`src/rtl/srio_nwr_req.sv`:
```
// ---------------------------------------------------------------------------
// srio_nwr_req
// Initiator-side request engine for the SRIO Gen2 HELLO initiator ports.
// After link-up a doorbell self-check establishes "RapidIO ready"; then each
// nwr_req_in pulse issues one NWRITE_R (header + NWR_BEATS generated data
// beats) and waits for its response before the next request is accepted.
//
// Ports
//   log_clk / log_rst_n      clock, async active-low reset
//   src_id / des_id          device IDs, driven on ireq_tuser_o
//   link_initialized         link up; low forces IDLE and abandons a packet
//   self_check_in            pulse: start doorbell self-check (IDLE only)
//   nwr_req_in               pulse: issue one NWRITE_R (READY only)
//   rapidIO_ready_o          self-check passed
//   nwr_ready_o / nwr_busy_o request can be accepted / NWRITE in progress
//   nwr_done_o               one-cycle pulse on NWRITE response
//   ireq_*                   AXI-S request stream (HELLO format)
//   iresp_*                  AXI-S response stream (always ready)
// ---------------------------------------------------------------------------
module srio_nwr_req #(
    parameter int          NWR_BEATS    = 32,
    parameter logic [33:0] USER_ADDR    = 34'h0,
    parameter logic [15:0] DB_INFO      = 16'h0100,
    parameter int          RESP_TIMEOUT = 1024
) (
    input  logic        log_clk,
    input  logic        log_rst_n,
    input  logic [15:0] src_id,
    input  logic [15:0] des_id,
    input  logic        link_initialized,
    input  logic        self_check_in,
    input  logic        nwr_req_in,
    output logic        rapidIO_ready_o,
    output logic        nwr_ready_o,
    output logic        nwr_busy_o,
    output logic        nwr_done_o,
    output logic        ireq_tvalid_o,
    input  logic        ireq_tready_in,
    output logic        ireq_tlast_o,
    output logic [63:0] ireq_tdata_o,
    output logic [7:0]  ireq_tkeep_o,
    output logic [31:0] ireq_tuser_o,
    input  logic        iresp_tvalid_in,
    output logic        iresp_tready_o,
    input  logic        iresp_tlast_in,
    input  logic [63:0] iresp_tdata_in,
    input  logic [7:0]  iresp_tkeep_in,
    input  logic [31:0] iresp_tuser_in
);

    localparam int         BW       = (NWR_BEATS > 1) ? $clog2(NWR_BEATS) : 1;
    localparam int         TW       = $clog2(RESP_TIMEOUT + 1);
    localparam logic [7:0] NWR_SIZE = 8'(NWR_BEATS * 8 - 1);

    typedef enum logic [2:0] {
        IDLE, DB_SEND, DB_WAIT, READY, NWR_HDR, NWR_DATA, NWR_WAIT
    } state_t;

    state_t          state, nxt;
    logic [7:0]      tid;       // TID for the next request
    logic [7:0]      wait_tid;  // TID of the outstanding request
    logic [15:0]     pkt_cnt;
    logic [BW-1:0]   beat_cnt;
    logic [TW-1:0]   tmo_cnt;
    logic            fire, last_beat, resp_ok, tmo_hit, sent;
    logic [33:0]     nwr_addr;

    // Response fields not needed for matching are sunk here.
    logic unused_resp;
    assign unused_resp = ^{iresp_tlast_in, iresp_tkeep_in, iresp_tuser_in, iresp_tdata_in[47:0]};

    // tvalid is gated by the link so a link drop withdraws the beat at once.
    assign ireq_tvalid_o = (state == DB_SEND || state == NWR_HDR || state == NWR_DATA)
                           && link_initialized;
    assign fire      = ireq_tvalid_o && ireq_tready_in;
    assign last_beat = (beat_cnt == BW'(NWR_BEATS - 1));
    assign sent      = fire && (state == DB_SEND || (state == NWR_DATA && last_beat));
    assign resp_ok   = iresp_tvalid_in && iresp_tready_o
                       && iresp_tdata_in[55:48] == 8'hD0
                       && iresp_tdata_in[63:56] == wait_tid;
    // Counter is 0 in the first wait cycle, so this allows RESP_TIMEOUT cycles.
    assign tmo_hit   = (tmo_cnt == TW'(RESP_TIMEOUT - 1));
    assign nwr_addr  = USER_ADDR + 34'(pkt_cnt) * 34'(NWR_BEATS * 8);

    assign rapidIO_ready_o = (state == READY) || nwr_busy_o;
    assign nwr_ready_o     = (state == READY);
    assign nwr_busy_o      = (state == NWR_HDR) || (state == NWR_DATA) || (state == NWR_WAIT);
    assign ireq_tkeep_o    = ireq_tvalid_o ? 8'hFF : 8'h00;
    assign ireq_tuser_o    = ireq_tvalid_o ? {src_id, des_id} : 32'h0;

    always_comb begin
        ireq_tdata_o = '0;
        ireq_tlast_o = 1'b0;
        case (state)
            DB_SEND: begin
                ireq_tdata_o = {tid, 4'hA, 4'h0, 1'b0, 2'b01, 1'b0, 8'h00,
                                2'b00, 2'b00, DB_INFO, 16'h0000};
                ireq_tlast_o = 1'b1;
            end
            NWR_HDR:
                ireq_tdata_o = {tid, 4'h5, 4'h5, 1'b0, 2'b01, 1'b0, NWR_SIZE,
                                2'b00, nwr_addr};
            NWR_DATA: begin
                ireq_tdata_o = {src_id, des_id, pkt_cnt, 16'(beat_cnt)};
                ireq_tlast_o = last_beat;
            end
            default: ;
        endcase
        if (!link_initialized) begin
            ireq_tdata_o = '0;
            ireq_tlast_o = 1'b0;
        end
    end

    always_comb begin
        nxt = state;
        if (!link_initialized) begin
            nxt = IDLE;
        end else begin
            case (state)
                IDLE:     if (self_check_in) nxt = DB_SEND;
                DB_SEND:  if (fire) nxt = DB_WAIT;
                DB_WAIT:  if (resp_ok) nxt = READY; else if (tmo_hit) nxt = IDLE;
                READY:    if (nwr_req_in) nxt = NWR_HDR;
                NWR_HDR:  if (fire) nxt = NWR_DATA;
                NWR_DATA: if (fire && last_beat) nxt = NWR_WAIT;
                NWR_WAIT: if (resp_ok) nxt = READY; else if (tmo_hit) nxt = IDLE;
                default:  nxt = IDLE;
            endcase
        end
    end

    always_ff @(posedge log_clk or negedge log_rst_n) begin
        if (!log_rst_n) begin
            state          <= IDLE;
            tid            <= 8'h00;
            wait_tid       <= 8'h00;
            pkt_cnt        <= 16'h0000;
            beat_cnt       <= '0;
            tmo_cnt        <= '0;
            nwr_done_o     <= 1'b0;
            iresp_tready_o <= 1'b0;
        end else begin
            state          <= nxt;
            iresp_tready_o <= 1'b1;
            if (state != NWR_DATA)
                beat_cnt <= '0;
            else if (fire)
                beat_cnt <= beat_cnt + 1'b1;
            if (sent) begin
                wait_tid <= tid;
                tid      <= tid + 8'h01;
            end
            if (state == DB_WAIT || state == NWR_WAIT)
                tmo_cnt <= tmo_cnt + 1'b1;
            else
                tmo_cnt <= '0;
            nwr_done_o <= (state == NWR_WAIT) && link_initialized && resp_ok;
            if ((state == NWR_WAIT) && link_initialized && resp_ok)
                pkt_cnt <= pkt_cnt + 16'h0001;
        end
    end

endmodule

```
`config.mk`:
```
export PLATFORM = sky130hd
export DESIGN_NAME = srio_nwr_req
export DESIGN_NICKNAME = d
export VERILOG_FILES = /design/src/rtl/srio_nwr_req.sv
export SDC_FILE = /design/constraint.sdc
export NUM_CORES = 1
export LEC_CHECK = 0
export ABC_AREA = 1
export CAP_MARGIN = 20
export CORE_MARGIN = 2
export CORE_UTILIZATION = 37
export CTS_CLUSTER_DIAMETER = 80
export DETAILED_ROUTE_END_ITERATION = 10
export PLACE_DENSITY = 0.87
export SYNTH_ARGS = -nofsm -noshare
export SYNTH_HDL_FRONTEND = slang
export SYNTH_SLANG_ARGS = --single-unit
```
`constraint.sdc`:
```
create_clock -name log_clk -period 2.7 [get_ports log_clk]
set_clock_uncertainty 0.2 [all_clocks]
set_input_delay 0.405 -clock log_clk [delete_from_list [all_inputs] [get_ports log_clk]]
set_output_delay 0.405 -clock log_clk [all_outputs]
set_load 0.1 [all_outputs]
```
---- After elaboration in Yosys (flattened, before gate mapping) ----
Index checks and enable logic that the tools add are counted.
operators by class
  add/subtract/negate cells ............... 4
  $mul .................................... 0
  divide/modulo/power cells ............... 0
  $lt $le $gt $ge ......................... 0
  eq/ne operators ......................... 17
  shift-type cells ........................ 0
  multiplexer cells ....................... 18
  bitwise logic cells ..................... 0
  reductions and logical operators ........ 21
operators by type and width
  cell                                                                     count
  64-bit case mux with 3 select lines                                      1
  64-bit 2-to-1 mux                                                        1
  32-bit 2-to-1 mux                                                        1
  3-bit 2-to-1 mux                                                         8
  3-bit case mux with 6 select lines                                       1
  16-bit by 1-bit adder with 16-bit output, second input constant          1
  3-bit != test, second input constant                                     5
  11-bit by 1-bit adder with 11-bit output, second input constant          1
  11-bit by 10-bit equality test with 1-bit output, second input constant  1
  11-bit 2-to-1 mux                                                        1
  1-bit logical AND                                                        10
  5-bit 2-to-1 mux                                                         2
  3-bit equality test, second input constant                               3
  8-bit by 1-bit adder with 8-bit output, second input constant            1
  8-bit equality test                                                      1
  8-bit equality test, second input constant                               1
  8-bit 2-to-1 mux                                                         1
  1-bit logical OR                                                         7
  3-bit by 2-bit equality test with 1-bit output, second input constant    2
  6-bit AND reduction                                                      1
  5-bit by 1-bit adder with 5-bit output, second input constant            1
  5-bit equality test, second input constant                               1
  4-bit by 2-bit != test with 1-bit output, second input constant          1
  3-bit by 1-bit equality test with 1-bit output, second input constant    1
  other kinds (6)                                                          6
storage, ports and cells
  register bits after elaboration ......... 53
  bits in latches ......................... 0
  RAM bits ................................ 0
  memory bits (read-only) ................. 0
  bits of input ports ..................... 144
  output and inout port bits .............. 111
  word-level logic and storage cells ...... 68
  memories ................................ 0

---- Depth between registers and ports, before layout ----
  word-level depth ........................ 9
  depth in mapped cells ................... 11
  mapped depth without buffers ............ 11

---- Worst setup path before layout ----
No wires, ideal clock.
  kind .................................... reg-to-output
  start ................................... register state[1]
  end ..................................... output port ireq_tdata_o[56]
  data arrival time ....................... 3672 ps
  required time ........................... 2095 ps
  slack ................................... -1577 ps
  stages on the path, launching flop included .. 9
  path buffers ............................ 1
  path through ............................ dfrtp_1 > buf_4 > nor2_2 > nand2_2 > nand2_4 > inv_2 > nor2_1 > nand2_1 > o21ai_0
between the ends
  cells in the longest elaborated chain, start to end .. 3
RTL lines
  what                                                                                   line  text
  start, declared                                                                        59    state_t state, nxt;
  start signal, assigned                                                                 144   state <= nxt;
  3-bit equality test or 3-bit by 1-bit equality test with 1-bit output (tied branches)  94    case (state)
  64-bit case mux with 3 select lines *                                                  94
  64-bit 2-to-1 mux *                                                                    109   if (!link_initialized) begin
  end, declared                                                                          40    output logic [63:0] ireq_tdata_o,
Every way passes the cells marked *; elsewhere a longest branch is shown, timed or not.

---- Final worst setup path ----
  start ................................... register state[1]
  end ..................................... output port ireq_tuser_o[23]
between the ends
  cells in the longest elaborated chain, start to end .. 5
RTL lines
  what                                                                                   line  text
  3-bit by 1-bit equality test with 1-bit output or 3-bit equality test (tied branches)  73    assign ireq_tvalid_o = (state == DB_SEND || state == NWR_HDR || state == NWR_DATA)
  1-bit logical OR                                                                       73
  1-bit logical OR *                                                                     73
  1-bit logical AND *                                                                    74    && link_initialized;
  32-bit 2-to-1 mux *                                                                    89    assign ireq_tuser_o = ireq_tvalid_o ? {src_id, des_id} : 32'h0;
  end, declared                                                                          42    output logic [31:0] ireq_tuser_o,
Marks and branches as above.

==> parameters.txt <==
Parameter                              Value

Power and ir drop
  Power Density    735 nW/µm²
  P_leak    3.05 nW
  Worst vdd ir    0.517 mV

Setup path
  WP buf/inv    4
  Cell seen most often among critical-path stages    sky130_fd_sc_hd__buf_4
  Cell at the slowest stage of the critical path    sky130_fd_sc_hd__dfrtp_1
  Data arrival time of the critical path    2.02 ns
  Worst path required time    2.10 ns
  Worst Setup Path Type    reg -> out
  Max Fanout on Critical Path    23
  Largest incremental delay on the critical path    0.41 ns
  Crit path launch type    flip-flop
  Kind of end point of the critical path    output port
  Crit-path leading delay family    buffers and inverters
  Ordered cell list for the critical path    buf_4 > nor2_8 > nand2_4 > nand2_8 > inv_8 > buf_4 > nor2_4 > buf_12

Placed design
  Cells after DPL    867
  Cell Area, Placed    7110 µm²
  PortBufs    162
  Global placement routability congestion    0.866
  Detailed-placement wirelength estimate    11.1 mm

Route
  Detailed-route vias per instance    4.98
  Overall via count from detail_route    4371
  DRT antenna net count    0
  Top layer in use    met4
  Routed wire per std cell    15.7 µm
  Initial drt markers    280
  Total length of routed met2 wires    7.37 mm
  Total wire length    13.8 mm
  Length of routed wiring on met1    5.19 mm
  Length of the first detailed-routing pass in iterations    5
  Drt drc    0
  Met3 wirelength from detailed routing    815 µm

Synth
  Count of flip-flops with a built-in enable after synthesis    0
  Gate count after technology mapping    579
  Synth top area cells    sky130_fd_sc_hd__dfrtp_1 34%, sky130_fd_sc_hd__inv_1 10%, sky130_fd_sc_hd__nand2_1 9.8%
  Top FF cell, synth    sky130_fd_sc_hd__dfrtp_1
  Synth Warn #    0
  Top cell type's share of synthesized area    0.343
  Post-synthesis async set-or-reset flop share    1.00
  Post-Syn Area per Cell    6.67 µm²
  Distinct cell type count of the synthesized netlist    35
  Leading area contributor after synthesis    sky130_fd_sc_hd__dfrtp_1
  Share of the yosys chip area belonging to registers    0.343
  Synth Cell Area    3860 µm²
  Register bit count reported by yosys    53
  Cell with the most instances after synthesis    sky130_fd_sc_hd__inv_1
  Cell types with the highest counts after synthesis    107 x sky130_fd_sc_hd__inv_1, 101 x sky130_fd_sc_hd__nand2_1, 93 x sky130_fd_sc_hd__nor2_1, 53 x sky130_fd_sc_hd__dfrtp_1, 43 x sky130_fd_sc_hd__o21ai_0

Outcome
  Status    complete, no violations

Clock tree
  H-tree depth    2
  Clock buffer depth    2
  Clock-pin slew on the worst setup and hold paths    0.11 ns
  Total clock buffers created by CTS    5
  Clock tree sinks    53
  TritonCTS clock tree    done
  Buffer type at the clock tree root    sky130_fd_sc_hd__clkbuf_8
  Latest clock arrival within the worst-skew pair    0.31 ns

Timing
  Number of endpoints failing setup at the final stage    0
  Share of the cycle needed by the critical path after routing    0.971
  Setup TNS after final layout    0 ns
  Worst-Margin Slew    0.595 ns
  Final critical-path required period    2.62 ns
  Final Hold Violating Endpoints    0
  Unrepaired setup endpoints after global routing    false
  Top achievable clock speed    0.381 GHz
  Final worst hold slack    0.276 ns
  Worst slew margin    0.603
  Count of final max-slew check failures    0

Final layout
  Area of all placed cells without fillers    7260 µm²
  Area growth from synthesis to final layout    87.9%
  Seq. cell area    1330 µm²
  # diodes    0
  Area of the multi-input gates    2360 µm²
  # fillers    664
  Non-filler cells in the finished layout    877
  Layout Nets    889
  Share of post-route cells with drive strength above 1    0.320

Global route
  Initial antenna violation count    0
  Wire length of the first global-routing pass    21.8 mm
  Maximum number of pins on one net before global-route repair    31
  Number of global-route vias before repair    4438
  Total gr overflow    0
  Total routing resource utilization after global routing    0.241

Floorplanning
  Core area    10200 µm²
  Initial core utilization    0.378
  Floorplan row count    37
  Die footprint    11300 µm²
  Die Ht    106 µm
  Overall die width    106 µm
  Number of top-level design ports    255

Min path
  Class of the worst hold path    reg -> reg

Flow run
  Reported max-cap violation count    0
## registers in the layout (all words and copies together), names as in the netlist
register,count
pkt_cnt,16
tmo_cnt,11
tid,8
wait_tid,8
beat_cnt,5
state,3
iresp_tready_o,1
nwr_done_o,1
## power by group
part	switching [mW]	internal, mW	total [mW]
Sequential	0.121	0.912	1.03
Combinational	2.55	1.19	3.74
Clock	0.281	0.278	0.560
## cell type report
| cell class | instances | share of cell area |
|---|---|---|
| clock buffer | 5 | 0.00948 |
| clock inverter | 3 | 0.00638 |
| inverter | 113 | 0.0617 |
| multi-input combinational | 385 | 0.325 |
| sequential | 53 | 0.183 |
| tap | 136 | 0.0234 |
| timing repair buffer | 182 | 0.391 |
## routing by layer
layer  up-vias  track usage
li1       2087            -
met1      2071        0.279
met2       177        0.451
met3        36       0.0423
met4         0       0.0724
met5         -            0
## path summary, 6_finish.rpt
check	startpoint	endpoint	slack (ns)	depth (start not counted)
setup / recovery	state[1]	ireq_tuser_o[23]	0.08	8
hold / removal	tmo_cnt[0]	tmo_cnt[0]	0.28	1
setup reg to reg	beat_cnt[1]	tid[5]	0.47	10
hold reg to reg	tmo_cnt[0]	tmo_cnt[0]	0.28	1
max in group asynchronous	log_rst_n	tmo_cnt[8]	1.28	3
min in group asynchronous	log_rst_n	tid[1]	0.42	2
## what timing repair did
item                                   in CTS  in global routing
endpoints found under the hold margin      23                  0
hold buffers                                1                  0
resized for setup                           4                  5
setup endpoints to repair                  48                 21
setup buffers                               1                  0
## cells by family (layout without fill, tap and decap cells)
kind of cell	count (synthesis)	after routing	share of synthesized area
compound gates	79	79	0.107
fa+ha+maj	5	5	0.0162
buf+inv	143	303	0.165
simple gates	271	271	0.308
other cells	2	4	0.00194
flops	53	53	0.343
xor+xnor	26	26	0.0589
## per-stage QoR
stage          total power, mW   util  setup WS (ns)
6_report                  5.33  0.710         0.0782
5_1_grt                   5.53  0.710        0.00403
4_1_cts                   5.32  0.708         0.0554
3_5_place_dp              4.76  0.695        -0.0866
3_3_place_gp              4.67  0.695         0.0123
2_1_floorplan             3.52      -         -0.285
## cell usage in the layout (no fill, tap or decap), types with 2 or more instances in the layout
| cell type | synthesis | routed |
|---|---|---|
| sky130_fd_sc_hd__nor2_1 | 93 | 56 |
| sky130_fd_sc_hd__nand2_4 | 4 | 4 |
| sky130_fd_sc_hd__a21oi_1 | 20 | 9 |
| sky130_fd_sc_hd__clkinvlp_4 | 0 | 2 |
| sky130_fd_sc_hd__inv_1 | 107 | 106 |
| sky130_fd_sc_hd__inv_6 | 2 | 2 |
| sky130_fd_sc_hd__xor2_1 | 22 | 22 |
| sky130_fd_sc_hd__a21oi_2 | 1 | 6 |
| sky130_fd_sc_hd__and2_1 | 2 | 2 |
| sky130_fd_sc_hd__dfrtp_1 | 53 | 52 |
| sky130_fd_sc_hd__ha_1 | 5 | 5 |
| sky130_fd_sc_hd__conb_1 | 2 | 4 |
| sky130_fd_sc_hd__buf_12 | 0 | 107 |
| sky130_fd_sc_hd__buf_4 | 14 | 19 |
| sky130_fd_sc_hd__clkdlybuf4s50_1 | 0 | 52 |
| sky130_fd_sc_hd__nor2_4 | 1 | 24 |
| sky130_fd_sc_hd__o21ai_1 | 11 | 16 |
| sky130_fd_sc_hd__o21ai_2 | 0 | 9 |
| sky130_fd_sc_hd__nand4_1 | 3 | 3 |
| sky130_fd_sc_hd__xnor2_1 | 4 | 4 |
| sky130_fd_sc_hd__nand2_2 | 4 | 10 |
| sky130_fd_sc_hd__nand2_8 | 0 | 2 |
| sky130_fd_sc_hd__clkbuf_8 | 0 | 5 |
| sky130_fd_sc_hd__nand2_1 | 101 | 93 |
| sky130_fd_sc_hd__nor2_2 | 9 | 23 |
| sky130_fd_sc_hd__nand3_1 | 33 | 33 |
| sky130_fd_sc_hd__a21oi_4 | 0 | 6 |
| sky130_fd_sc_hd__inv_2 | 3 | 2 |
| sky130_fd_sc_hd__o21ai_4 | 0 | 5 |
| sky130_fd_sc_hd__nor3_1 | 17 | 17 |
| sky130_fd_sc_hd__o21ai_0 | 43 | 24 |
Note: power is estimated with default switching activity, not from simulation.
==> patch 1: new RTL, config.mk and constraints unchanged <==
Re-encode `state_t` (7 states) as one-hot, 7 bits wide.
--- a/src/rtl/srio_nwr_req.sv
+++ b/src/rtl/srio_nwr_req.sv
@@ -54,4 +54,4 @@
 
-    typedef enum logic [2:0] {
-        IDLE, DB_SEND, DB_WAIT, READY, NWR_HDR, NWR_DATA, NWR_WAIT
+    typedef enum logic [6:0] {
+        IDLE = 7'b0000001, DB_SEND = 7'b0000010, DB_WAIT = 7'b0000100, READY = 7'b0001000, NWR_HDR = 7'b0010000, NWR_DATA = 7'b0100000, NWR_WAIT = 7'b1000000
     } state_t;
Formal check against the unedited RTL: no difference found for any inputs over 4 cycles, from zero or initial values and one cycle with log_rst_n low; so few cycles prove little.
==> patch 1 against the unedited design <==
Sequential cell count rose by 4. Critical path depth rose by 3. Routed wire length grew 21%. Synthesized area rose by 10%. Cell area is 6.5% higher. Worst hold slack got worse by 0.25 ns. Worst setup slack got worse by 0.025 ns.
Power is not compared: it rests on default switching activity, and its combinational part moved more than twofold at a synthesized area within 25%.
==> patch 1: results <==
<?xml version="1.0" encoding="UTF-8"?>
<metrics>
  <group name="critical_path">
    <metric name="worst_r2r_endpoint" unit="">state[1]</metric>
    <metric name="crit_start" unit="">state[4]</metric>
    <metric name="worst-r2r-setup-slack" unit="ns">0.33</metric>
    <metric name="destination_of_the_critical_timing_path" unit="">ireq_tdata_o[63]</metric>
  </group>
  <group name="route">
    <metric name="drt-initial-drc-count" unit="">358</metric>
    <metric name="post_drt_wl_per_cell" unit="µm">17.01</metric>
  </group>
  <group name="min_path">
    <metric name="min-delay-path-class" unit="">in -&gt; async</metric>
  </group>
  <group name="die">
    <metric name="die_area" unit="µm²">12410</metric>
  </group>
  <group name="cells_and_area">
    <metric name="clock_buffer_count" unit="">10</metric>
    <metric name="final-clk-cell-share" unit="%">3.252</metric>
    <metric name="nMultiInputCombCells" unit="">468</metric>
    <metric name="relative_area_of_non_clock_buffer_cells_in_the_final_design" unit="%">36.44</metric>
    <metric name="final_layout_size_suffix_gt1_share" unit="%">32.97</metric>
    <metric name="multi_input_area_share" unit="%">33.71</metric>
    <metric name="multiInputGateArea" unit="µm²">2606</metric>
    <metric name="number_of_filler_cells_placed_in_the_layout" unit="">783</metric>
  </group>
  <group name="clocking">
    <metric name="tritoncts.num_buffers" unit="">9</metric>
    <metric name="clockRootBuffer" unit="">sky130_fd_sc_hd__clkbuf_16</metric>
  </group>
  <group name="yosys">
    <metric name="syn_avg_cell_area" unit="µm²">6.349</metric>
    <metric name="synth.top_cells.by_count" unit="">sky130_fd_sc_hd__nand2_1 (167), sky130_fd_sc_hd__nor2_1 (113), sky130_fd_sc_hd__inv_1 (112)</metric>
    <metric name="seq_area_frac_synth" unit="%">33.46</metric>
    <metric name="synth_compound_area_share" unit="%">10.06</metric>
    <metric name="netlist-cell-type-count" unit="">33</metric>
    <metric name="ys_seq_elements" unit="">57</metric>
  </group>
  <group name="global_routing">
    <metric name="grt_use_met1" unit="%">29.86</metric>
    <metric name="global_route.usage.total" unit="%">24.53</metric>
    <metric name="grt_util_met3" unit="%">5.607</metric>
  </group>
  <group name="placement">
    <metric name="place_hpwl" unit="µm">11210</metric>
    <metric name="postPlaceCellArea" unit="µm²">7272</metric>
    <metric name="place_inst" unit="">961</metric>
  </group>
  <group name="timing">
    <metric name="worst-slew-pin-transition" unit="ns">0.7455</metric>
    <metric name="worst_slack" unit="ns">0.05334</metric>
    <metric name="fin_hold_ws" unit="ns">0.02815</metric>
  </group>
  <group name="status">
    <metric name="run_status" unit="">finished, final reports clean</metric>
  </group>
  <group name="power_and_ir_drop">
    <metric name="post-layout-total-power" unit="mW">3.290</metric>
  </group>
</metrics>
-- patch 1: cell types whose count changed after synthesis, moves of 4 or more --
cell and change:
sky130_fd_sc_hd__nand2_1 +66, sky130_fd_sc_hd__nor2_1 +20, sky130_fd_sc_hd__nand3_1 +15, sky130_fd_sc_hd__o21ai_1 -9
sky130_fd_sc_hd__o21ai_2 +9, sky130_fd_sc_hd__buf_2 +7, sky130_fd_sc_hd__nor3_1 -7, sky130_fd_sc_hd__o22ai_1 +7
sky130_fd_sc_hd__inv_1 +5, sky130_fd_sc_hd__nor2_2 -5, sky130_fd_sc_hd__nand4_1 +4, sky130_fd_sc_hd__o21ai_0 -4
sky130_fd_sc_hd__xor2_1 -4
-- patch 1: repair_timing --
item	in CTS	in global routing
pin swaps	0	1
buffers inserted	0	2
resized for setup	3	38
endpoints found under the setup margin	11	74
-- patch 1: per-layer routing --
metal / vias up / routed length [µm]
met4: 0 / 602
met5: - / 0
li1: 2367 / -
met3: 63 / 1185
met1: 2366 / 6299
met2: 263 / 8527
==> patch 2: new RTL, config.mk and constraints unchanged <==
Without the edit above. Set the parameter `DB_INFO` to 16'h00C0 (it was 16'h0100).
--- a/src/rtl/srio_nwr_req.sv
+++ b/src/rtl/srio_nwr_req.sv
@@ -22,3 +22,3 @@
     parameter logic [33:0] USER_ADDR    = 34'h0,
-    parameter logic [15:0] DB_INFO      = 16'h0100,
+    parameter logic [15:0] DB_INFO      = 16'h00C0,
     parameter int          RESP_TIMEOUT = 1024
Function: changed (a bounded check fails within 4 cycles, from zero or initial values and one cycle with log_rst_n low).
==> patch 2 against the unedited design <==
Synthesized area up 3.7%. Critical path type unchanged. Power up 12%. Worst setup slack worse by 0.0078 ns. Highest routed layer unchanged. Cell area up 4.1%. Routed wire length up 2.4%. Synthesized cell count up 6.0%. Combinational power up 17%. Sequential cell count unchanged.
==> patch 2: results <==
<?xml version="1.0" encoding="UTF-8"?>
<metrics>
  <group name="status">
    <metric name="run_status" unit="">finished, final reports clean</metric>
  </group>
  <group name="power_and_ir_drop">
    <metric name="powerSeq" unit="mW">1.08</metric>
    <metric name="power_switching" unit="mW">3.348</metric>
  </group>
  <group name="global_routing">
    <metric name="grt_util_met3" unit="%">5.184</metric>
    <metric name="first_global_vias" unit="">4712</metric>
    <metric name="grt_start_max_net_pins" unit="">30</metric>
  </group>
  <group name="cells_and_area">
    <metric name="seq_area_share" unit="%">17.58</metric>
    <metric name="nonClockBufferCount" unit="">187</metric>
    <metric name="nNonClkInverters" unit="">105</metric>
    <metric name="multiInputGateArea" unit="µm²">2628</metric>
    <metric name="nMultiInputCombCells" unit="">427</metric>
  </group>
  <group name="route">
    <metric name="route.layer.met1.wl" unit="µm">4889</metric>
    <metric name="dr_wl_met3" unit="µm">1210</metric>
    <metric name="met2_wirelength" unit="µm">7472</metric>
    <metric name="detailroute.via_count" unit="">4613</metric>
  </group>
  <group name="critical_path">
    <metric name="crit_path_max_incr_delay" unit="ns">0.44</metric>
    <metric name="worst_r2r_endpoint" unit="">tid[2]</metric>
    <metric name="r2r.worst_path.cells" unit="">9</metric>
  </group>
  <group name="yosys">
    <metric name="syn_avg_cell_area" unit="µm²">6.525</metric>
    <metric name="ys_top_cells_by_area" unit="">sky130_fd_sc_hd__dfrtp_1 (33%), sky130_fd_sc_hd__nand2_1 (13%), sky130_fd_sc_hd__nor2_1 (9.6%), sky130_fd_sc_hd__inv_1 (9.3%), sky130_fd_sc_hd__xor2_1 (4.8%)</metric>
    <metric name="synth_compound_area_share" unit="%">8.713</metric>
  </group>
  <group name="timing">
    <metric name="fin_hold_ws" unit="ns">0.2697</metric>
  </group>
  <group name="placement">
    <metric name="place_hpwl" unit="µm">11360</metric>
    <metric name="place_ws" unit="ns">-0.01023</metric>
    <metric name="place_inst" unit="">904</metric>
  </group>
</metrics>
-- patch 2: changes by cell type in the layout (fill, tap and decap cells not counted), moves of 5 or more --
| cell | delta |
|---|---|
| sky130_fd_sc_hd__nor3_1 | +11 |
| sky130_fd_sc_hd__nand2_2 | +6 |
| sky130_fd_sc_hd__nor2_4 | +11 |
| sky130_fd_sc_hd__inv_1 | -8 |
| sky130_fd_sc_hd__nand2_1 | +34 |
| sky130_fd_sc_hd__nor2_2 | +5 |
| sky130_fd_sc_hd__a21oi_2 | +8 |
| sky130_fd_sc_hd__nor2_1 | -13 |
| sky130_fd_sc_hd__o21ai_1 | -9 |
| sky130_fd_sc_hd__o21ai_0 | -11 |
-- patch 2: metrics by stage --
stage                     setup TNS, ns  utilization [%]  instance area (µm²)  power, mW
after floorplan                  -8.138                -                 4541      3.978
after global placement                0            70.98                 7393      5.315
after detailed placement       -0.01461            70.98                 7393      5.408
after CTS                             0            72.24                 7525      5.970
after global routing                  0            72.58                 7560      6.243
final                                 0            72.58                 7560      5.996
